File: src/rtl/distribute_1x2_comb.sv
// 1-to-2 distribution switch: steers one input word to the high branch, the low
// branch, both or neither. Purely combinational; clk exists only for interface uniformity.
module distribute_1x2_comb #(
  parameter int unsigned DATA_WIDTH     = 32,
  parameter int unsigned COMMMAND_WIDTH = 2
) (
  input  logic                      clk,
  input  logic                      rst,
  input  logic                      i_valid,
  input  logic [DATA_WIDTH-1:0]     i_data_bus,
  input  logic                      i_en,
  input  logic [COMMMAND_WIDTH-1:0] i_cmd,
  output logic [1:0]                o_valid,
  output logic [2*DATA_WIDTH-1:0]   o_data_bus
);

  logic                  go;
  logic                  valid_high;
  logic                  valid_low;
  logic [DATA_WIDTH-1:0] data_high;
  logic [DATA_WIDTH-1:0] data_low;
  logic                  unused_clk;

  assign unused_clk = clk;

  // rst gates the outputs directly, so assertion and release take effect without a clock edge
  always_comb begin
    go         = ~rst & i_en & i_valid;
    valid_high = go & i_cmd[1];
    valid_low  = go & i_cmd[0];
    data_high  = '0;
    data_low   = '0;
    if (valid_high) data_high = i_data_bus;
    if (valid_low)  data_low  = i_data_bus;
  end

  assign o_valid    = {valid_high, valid_low};
  assign o_data_bus = {data_high, data_low};

endmodule

File: config.mk
export PLATFORM = sky130hd
export DESIGN_NAME = distribute_1x2_comb
export DESIGN_NICKNAME = d
export VERILOG_FILES = /design/src/rtl/distribute_1x2_comb.sv
export SDC_FILE = /design/constraint.sdc
export NUM_CORES = 1
export LEC_CHECK = 0
export ABC_AREA = 1
export BUFFER_PORTS_ARGS = -buffer_cell sky130_fd_sc_hd__buf_2
export CAP_MARGIN = 5
export CORE_MARGIN = 2
export CORE_UTILIZATION = 27
export DETAILED_ROUTE_END_ITERATION = 7
export GPL_TIMING_DRIVEN = 0
export PLACE_DENSITY = 0.89
export SLEW_MARGIN = 20
export SYNTH_ARGS = -nofsm -noshare
export SYNTH_HDL_FRONTEND = slang
export SYNTH_SLANG_ARGS = --single-unit
export TNS_END_PERCENT = 10
File: constraint.sdc
create_clock -name vclk -period 2.9
set_clock_uncertainty 0.15 [all_clocks]
set_input_delay 0.435 -clock vclk [all_inputs]
set_output_delay 0.435 -clock vclk [all_outputs]
set_load 0.02 [all_outputs]
==> results.py, run 1 <==
metrics = {
    "outcome": {
        "status": "finished clean",
    },
    "sta": {
        "tightestPinTransition_ps": 152,
        "period_share": 0.637,
        "rsz0062_at_grt": "false",
        "finalHoldViolCount": 0,
        "period_needed_ps": 1850,
        "maxSlewViolCount": 0,
        "finalSetupViolCount": 0,
        "worst_slack_ps": 1050,
        "final.setup.tns_ps": 0,
        "fmaxAchievable_ghz": 0.541,
        "relSlewSlack": 0.899,
    },
    "finish": {
        "n_clock_buffer": 0,
        "layout_commonest_cell": "buf_2",
        "seq_area_um2": 0,
        "seq_cell_count": 0,
        "mostFrequentLayoutCells": "103 x buf_2, 64 x nor2_1, 35 x inv_1, 6 x buf_6",
        "fin_nets": 252,
        "final_cells": 237,
        "area_growth_pct": 110,
        "drive_gt1_frac": 0.533,
        "num_antenna_cells": 0,
    },
    "detailed_routing": {
        "vias": 902,
        "routed_wl_um": 1810,
        "ant_nets": 0,
        "drt_iter0_drc": 7,
        "drc": 0,
        "routed_via_density": 3.81,
        "drtPass1Iterations": 4,
        "routedWlPerCell_um": 7.64,
    },
    "flow_run": {
        "drv_cap": 0,
    },
    "cts": {
        "cts_setup_buffers": 0,
        "cts_hold_buf": 0,
        "cts_resized": 0,
    },
    "global_route": {
        "grt_pass1_wl_um": 2310,
        "grt.met2_usage": 0.268,
        "busiest_layer": "met2",
        "antenna_found_initial": 0,
        "grt_usage": 0.132,
        "grt_util_met3": 0.00385,
        "grt_pass1_vias": 625,
        "grt_max_degree": 11,
        "grtUsageMet1": 0.161,
        "gr-total-overflow": 0,
    },
    "floorplanning": {
        "row_count": 15,
        "ioPinCount": 104,
        "dieArea_um2": 2200,
        "core_um2": 1730,
        "initial_utilization": 0.288,
        "die_x_um": 46.9,
        "die_h_um": 46.9,
    },
    "place": {
        "place_ws_ps": 1040,
        "dpl.hpwl_um": 1560,
        "placed_cells": 237,
        "gp_congestion": 0.671,
        "io_buffers": 103,
    },
    "logic_synthesis": {
        "ys_types": 5,
        "yosysWarnings": 0,
        "synth_area_leader_cell": "nor2_1",
        "netlist_instances": 109,
        "synthesis.area_um2": 497,
        "ys_seq_area_frac": 0,
        "ys_top_cells_by_area": "nor2_1 48%, inv_1 26%, buf_6 14%",
        "avgSynthCellArea_um2": 4.56,
        "synth_fp_nets": 147,
        "synth_top_area_share": 0.484,
    },
    "pwr": {
        "peakVddDrop_mv": 0.0553,
        "powerDensity_nw_per_um2": 90.7,
        "p_total_mw": 0.0946,
        "p_leak_nw": 0.900,
    },
    "worst_setup_path": {
        "path_cells": "buf_2 -> inv_1 -> nand4_4 -> buf_6 -> inv_1 -> buf_4 -> buf_2",
        "start_kind": "input pin",
        "crit_type": "in2out",
        "critPathArrivalTime_ps": 1260,
        "worstPathMaxFanout": 10,
        "cp-end-kind": "output port",
        "critPathSlowestCell": "buf_6",
        "cp.required_ps": 2320,
        "slowest_delay_ps": 180,
    },
    "hold_path": {
        "hold_class": "in2out",
    },
}
-- cells in the mapped netlist, drive strengths merged --
| master | instances |
|---|---|
| inv | 35 |
| nor2 | 64 |
| nand4 | 2 |
| buf | 8 |
-- layer usage --
| layer | share of wire | vias up |
|---|---|---|
| met4 | 0 | 0 |
| met3 | 0.092 | 0 |
| li1 | - | 495 |
| met1 | 0.41 | 357 |
| met5 | 0 | - |
| met2 | 0.50 | 50 |
-- logic make-up after synthesis --
family	synth area share
buf+inv	0.431
simple gates	0.569
-- path summary, 6_finish.rpt --
check / start / end / slack [ps] / cells after the start
hold / removal: i_data_bus[8] / o_data_bus[40] / 1060 / 4
setup / recovery: rst / o_valid[0] / 1050 / 7
-- per-stage QoR --
step	hold WS, ps	util	instance area (um^2)
final	1060	0.604	1040
after global placement	1050	0.604	1040
after detailed placement	1060	0.604	1040
after global routing	1070	0.604	1040
after floorplan	861	-	497
after CTS	1060	0.604	1040
-- area by class of cell --
cell class                      count  area, um^2
Fill cell                         196         683
Inverter                           35         131
Buffer                              8        82.6
Timing Repair Buffer              103         515
Multi-Input combinational cell     66         283
Tap cell                           25        31.3
-- power breakdown --
group	total [mW]	switching, mW	internal (mW)	leakage [nW]
clock	0	0	0	0
combinational	0.0946	0.0550	0.0396	0.900
sequential	0	0	0	0
total	0.0946	0.0550	0.0396	0.900
-- critical path, delay by kind of cell --
family                 cells  cell delay (ps)
buffers and inverters      6              670
and+or+nand+nor            1              150
Note: power is estimated with default switching activity, not from simulation.
==> run 2, diff against run 1 <==
--- a/config.mk
+++ b/config.mk
@@ -9,10 +9,10 @@
 export BUFFER_PORTS_ARGS = -buffer_cell sky130_fd_sc_hd__buf_2
 export CAP_MARGIN = 5
 export CORE_MARGIN = 2
-export CORE_UTILIZATION = 27
+export CORE_UTILIZATION = 23
 export DETAILED_ROUTE_END_ITERATION = 7
 export GPL_TIMING_DRIVEN = 0
-export PLACE_DENSITY = 0.89
+export PLACE_DENSITY = 0.8
 export SLEW_MARGIN = 20
 export SYNTH_ARGS = -nofsm -noshare
 export SYNTH_HDL_FRONTEND = slang
==> constraint.sdc (replaced) <==
create_clock -name vclk -period 1.6
set_clock_uncertainty 0.15 [all_clocks]
set_input_delay 0.24 -clock vclk [all_inputs]
set_output_delay 0.24 -clock vclk [all_outputs]
set_load 0.02 [all_outputs]
==> run 2 against run 1 <==
Effect of this change: cell count increased by 0.84%; critical path depth unchanged; sequential cell count is the same; count of clock-buffer cells in the layout unchanged; non-clock buffer count unchanged; first-iteration DRC count is 14% higher; die area rose by 16%; via count up 0.89%; setup slack got worse by 920 ps; highest routed layer unchanged.
==> results.py, run 2 (synthesis gave the netlist of run 1 again) <==
metrics = {
    "outcome": {
        "status": "finished clean",
    },
    "sta": {
        "fmaxAchievable_ghz": 0.679,
        "period_needed_ps": 1470,
        "finalHoldViolCount": 0,
        "period_share": 0.920,
        "tightestPinTransition_ps": 158,
        "rsz0062_at_grt": "false",
        "maxSlewViolCount": 0,
        "final.setup.tns_ps": 0,
        "finalSetupViolCount": 0,
        "relSlewSlack": 0.894,
        "holdWs_ps": 666,
    },
    "floorplanning": {
        "dieArea_um2": 2550,
        "core_um2": 2000,
        "die_x_um": 50.5,
        "row_count": 16,
        "initial_utilization": 0.248,
        "ioPinCount": 104,
        "die_h_um": 50.5,
    },
    "place": {
        "dpl.hpwl_um": 1610,
        "gp_congestion": 0.717,
        "io_buffers": 103,
    },
    "finish": {
        "n_clock_buffer": 0,
        "fin_nets": 252,
        "nFillCells": 224,
        "area_growth_pct": 111,
        "seq_area_um2": 0,
        "drive_gt1_frac": 0.533,
        "mostFrequentLayoutCells": "103 x buf_2, 64 x nor2_1, 35 x inv_1, 6 x buf_6",
        "num_antenna_cells": 0,
        "layout_commonest_cell": "buf_2",
        "multi_input_area_um2": 283,
        "seq_cell_count": 0,
        "utilization": 0.523,
    },
    "detailed_routing": {
        "routedWlPerCell_um": 7.87,
        "drc": 0,
        "drt_iter0_drc": 8,
        "routed_via_density": 3.81,
        "vias": 910,
        "drtPass1Iterations": 4,
        "ant_nets": 0,
        "routed_wl_um": 1880,
    },
    "cts": {
        "cts_hold_buf": 0,
        "cts_resized": 0,
        "cts_setup_buffers": 0,
    },
    "worst_setup_path": {
        "worstPathMaxFanout": 10,
        "cp.required_ps": 1210,
        "start_kind": "input pin",
        "cp-end-kind": "output port",
        "crit_type": "in2out",
        "critPathArrivalTime_ps": 1080,
    },
    "pwr": {
        "p_leak_nw": 0.900,
        "powerDensity_nw_per_um2": 165,
        "peakVddDrop_mv": 0.0797,
    },
    "global_route": {
        "grt_pass1_vias": 744,
        "antenna_found_initial": 0,
        "grt_pass1_wl_um": 3080,
        "gr-total-overflow": 0,
        "grt_max_degree": 11,
        "grt_usage": 0.141,
    },
    "hold_path": {
        "hold_class": "in2out",
    },
    "flow_run": {
        "drv_cap": 0,
    },
}
-- run 2: cell counts in the layout (fill, tap and decap cells not counted) --
No cell type changed its count.
-- run 2: path summary, 6_finish.rpt --
kind     startpoint             end  slack [ps]  cells after the start
min   i_data_bus[3]  o_data_bus[35]         670                      4
max             rst      o_valid[1]         130                      7
-- run 2: metrics by stage --
stage               instances  worst slack, ps  total power [mW]  instance area (um^2)
floorplan                 109              268            0.0939                   497
global placement          239              115             0.171                  1050
detailed placement        239              107             0.173                  1050
CTS                       239              105             0.174                  1050
global route              239             47.2             0.193                  1050
finish                    239              128             0.172                  1050
-- run 2: critical path: stages --
cell and delay, ps:
buf_2 100, inv_1 130, nand4_4 150, buf_6 180, inv_1 50, buf_4 80
buf_2 150
-- run 2: routing by layer --
layer  global-route usage  up-vias  share of wire
li1                     -      497              -
met1                0.156      361           0.38
met2                0.296       52           0.50
met3               0.0119        0           0.12
met4              0.00450        0              0
met5                    0        -              0
-- run 2: where the power goes --
| group | leakage [nW] | internal (mW) | switching (mW) |
|---|---|---|---|
| clock network | 0 | 0 | 0 |
| logic | 0.900 | 0.0719 | 0.101 |
| registers | 0 | 0 | 0 |
| total | 0.900 | 0.0719 | 0.101 |
-- run 2: cell type report --
cell class	count	area share
inverter	35	0.126
tap	27	0.0323
multi-input combinational	66	0.270
buffer	8	0.0789
timing repair buffer	103	0.493
==> run 3, diff against run 2 <==
--- a/config.mk
+++ b/config.mk
@@ -8,11 +8,13 @@
 export ABC_AREA = 1
 export BUFFER_PORTS_ARGS = -buffer_cell sky130_fd_sc_hd__buf_2
 export CAP_MARGIN = 5
+export CELL_PAD_IN_SITES_DETAIL_PLACEMENT = 0
+export CELL_PAD_IN_SITES_GLOBAL_PLACEMENT = 2
 export CORE_MARGIN = 2
-export CORE_UTILIZATION = 23
+export CORE_UTILIZATION = 10
 export DETAILED_ROUTE_END_ITERATION = 7
 export GPL_TIMING_DRIVEN = 0
-export PLACE_DENSITY = 0.8
+export PLACE_DENSITY_LB_ADDON = 0.1
 export SLEW_MARGIN = 20
 export SYNTH_ARGS = -nofsm -noshare
 export SYNTH_HDL_FRONTEND = slang
==> constraint.sdc (replaced) <==
create_clock -name vclk -period 1.7
set_clock_uncertainty 0.15 [all_clocks]
set_input_delay 0.255 -clock vclk [all_inputs]
set_output_delay 0.255 -clock vclk [all_outputs]
set_load 0.02 [all_outputs]
==> run 3 against run 2 <==
Effect of this change: non-clock buffer count unchanged; via count up 1.5%; core utilization down 29 points; die area up 120%; final area up 4.8%; global-route usage down 7.4 points.
==> results.py, run 3 (synthesis gave the netlist of run 1 again) <==
metrics = {
    "floorplanning": {
        "die_h_um": 74.5,
        "dieArea_um2": 5550,
        "core_um2": 4750,
        "die_x_um": 74.5,
        "row_count": 25,
        "initial_utilization": 0.104,
        "ioPinCount": 104,
    },
    "sta": {
        "period_needed_ps": 1520,
        "rsz0062_at_grt": "false",
        "maxSlewViolCount": 0,
        "fmaxAchievable_ghz": 0.659,
        "tightestPinTransition_ps": 157,
        "period_share": 0.892,
        "relSlewSlack": 0.895,
        "finalSetupViolCount": 0,
        "finalHoldViolCount": 0,
        "final.setup.tns_ps": 0,
    },
    "pwr": {
        "powerDensity_nw_per_um2": 149,
        "sequentialPowerShare": 0,
        "peakVddDrop_mv": 0.0394,
        "comb_power_share": 1.000,
        "p_leak_nw": 0.900,
        "swShare": 0.587,
        "switching_power_mw": 0.0960,
        "internal-power_mw": 0.0677,
        "pwr-share-clk": 0,
    },
    "finish": {
        "seq_area_um2": 0,
        "seq_cell_count": 0,
        "area_growth_pct": 121,
        "fin_nets": 252,
        "layout_commonest_cell": "buf_2",
        "num_antenna_cells": 0,
        "n_clock_buffer": 0,
        "utilization": 0.231,
        "drive_gt1_frac": 0.533,
        "mostFrequentLayoutCells": "103 x buf_2, 64 x nor2_1, 35 x inv_1, 6 x buf_6",
    },
    "hold_path": {
        "holdCritStartpoint": "i_data_bus[17]",
        "hold_class": "in2out",
    },
    "place": {
        "gp_congestion": 0.631,
        "dpl.hpwl_um": 1910,
        "io_buffers": 103,
    },
    "global_route": {
        "gr-total-overflow": 0,
        "grt_pass1_wl_um": 3100,
        "grt_max_degree": 11,
        "grt_pass1_vias": 740,
        "grt_usage": 0.0671,
        "antenna_found_initial": 0,
    },
    "worst_setup_path": {
        "cp.required_ps": 1290,
        "path_cells": "buf_2 -> inv_1 -> nand4_4 -> buf_6 -> inv_1 -> buf_4 -> buf_2",
        "crit_type": "in2out",
        "critPathSlowestCell": "buf_6",
        "worst-path-buf-inv": 6,
        "slowest_delay_ps": 190,
        "worstPathMaxFanout": 10,
        "start_kind": "input pin",
        "critPathArrivalTime_ps": 1110,
        "cp-startpoint": "rst",
        "crit_family": "buffers and inverters",
        "cp-end-kind": "output port",
    },
    "flow_run": {
        "drv_cap": 0,
    },
    "detailed_routing": {
        "routedWlPerCell_um": 8.04,
        "routed_wl_um": 2240,
        "drtPass1Iterations": 4,
        "drt_iter0_drc": 17,
        "drc": 0,
        "routed_via_density": 3.31,
        "vias": 924,
        "ant_nets": 0,
    },
    "cts": {
        "cts_hold_buf": 0,
        "cts_setup_buffers": 0,
        "cts_resized": 0,
    },
    "outcome": {
        "status": "finished clean",
    },
}
-- run 3: power by group through the flow --
stage	combinational (mW)	sequential, mW	clock [mW]
2_1_floorplan	0.0884	0	0
3_5_place_dp	0.166	0	0
6_report	0.164	0	0
4_1_cts	0.167	0	0
5_1_grt	0.183	0	0
3_3_place_gp	0.164	0	0
-- run 3: stage by stage --
stage	area (um^2)	hold slack (ps)	instances	worst slack (ps)	power [mW]
floorplan	497	501	109	338	0.0884
global placement	1100	692	279	177	0.164
detailed placement	1100	694	279	154	0.166
CTS	1100	697	279	154	0.167
global route	1100	710	279	96.3	0.183
finish	1100	695	279	183	0.164
-- run 3: path summary, 6_finish.rpt --
path	to	slack, ps	depth (start not counted)
worst max-delay path	o_valid[1]	180	7
worst min-delay path	o_data_bus[17]	700	4
-- run 3: final cells by class --
| type | instances | area [um^2] |
|---|---|---|
| fillers | 566 | 3660 |
| repair buffers | 103 | 515 |
| multi-input cells | 66 | 283 |
| inverters | 35 | 131 |
| well taps | 67 | 83.8 |
| plain buffers | 8 | 82.6 |
-- run 3: layer usage --
layer  GRT usage  up-vias  routed length (um)
li1            -      497                   -
met1      0.0749      374                 819
met2       0.143       53                1210
met3     0.00542        0                 220
met4           0        0                   0
met5           0        -                   0
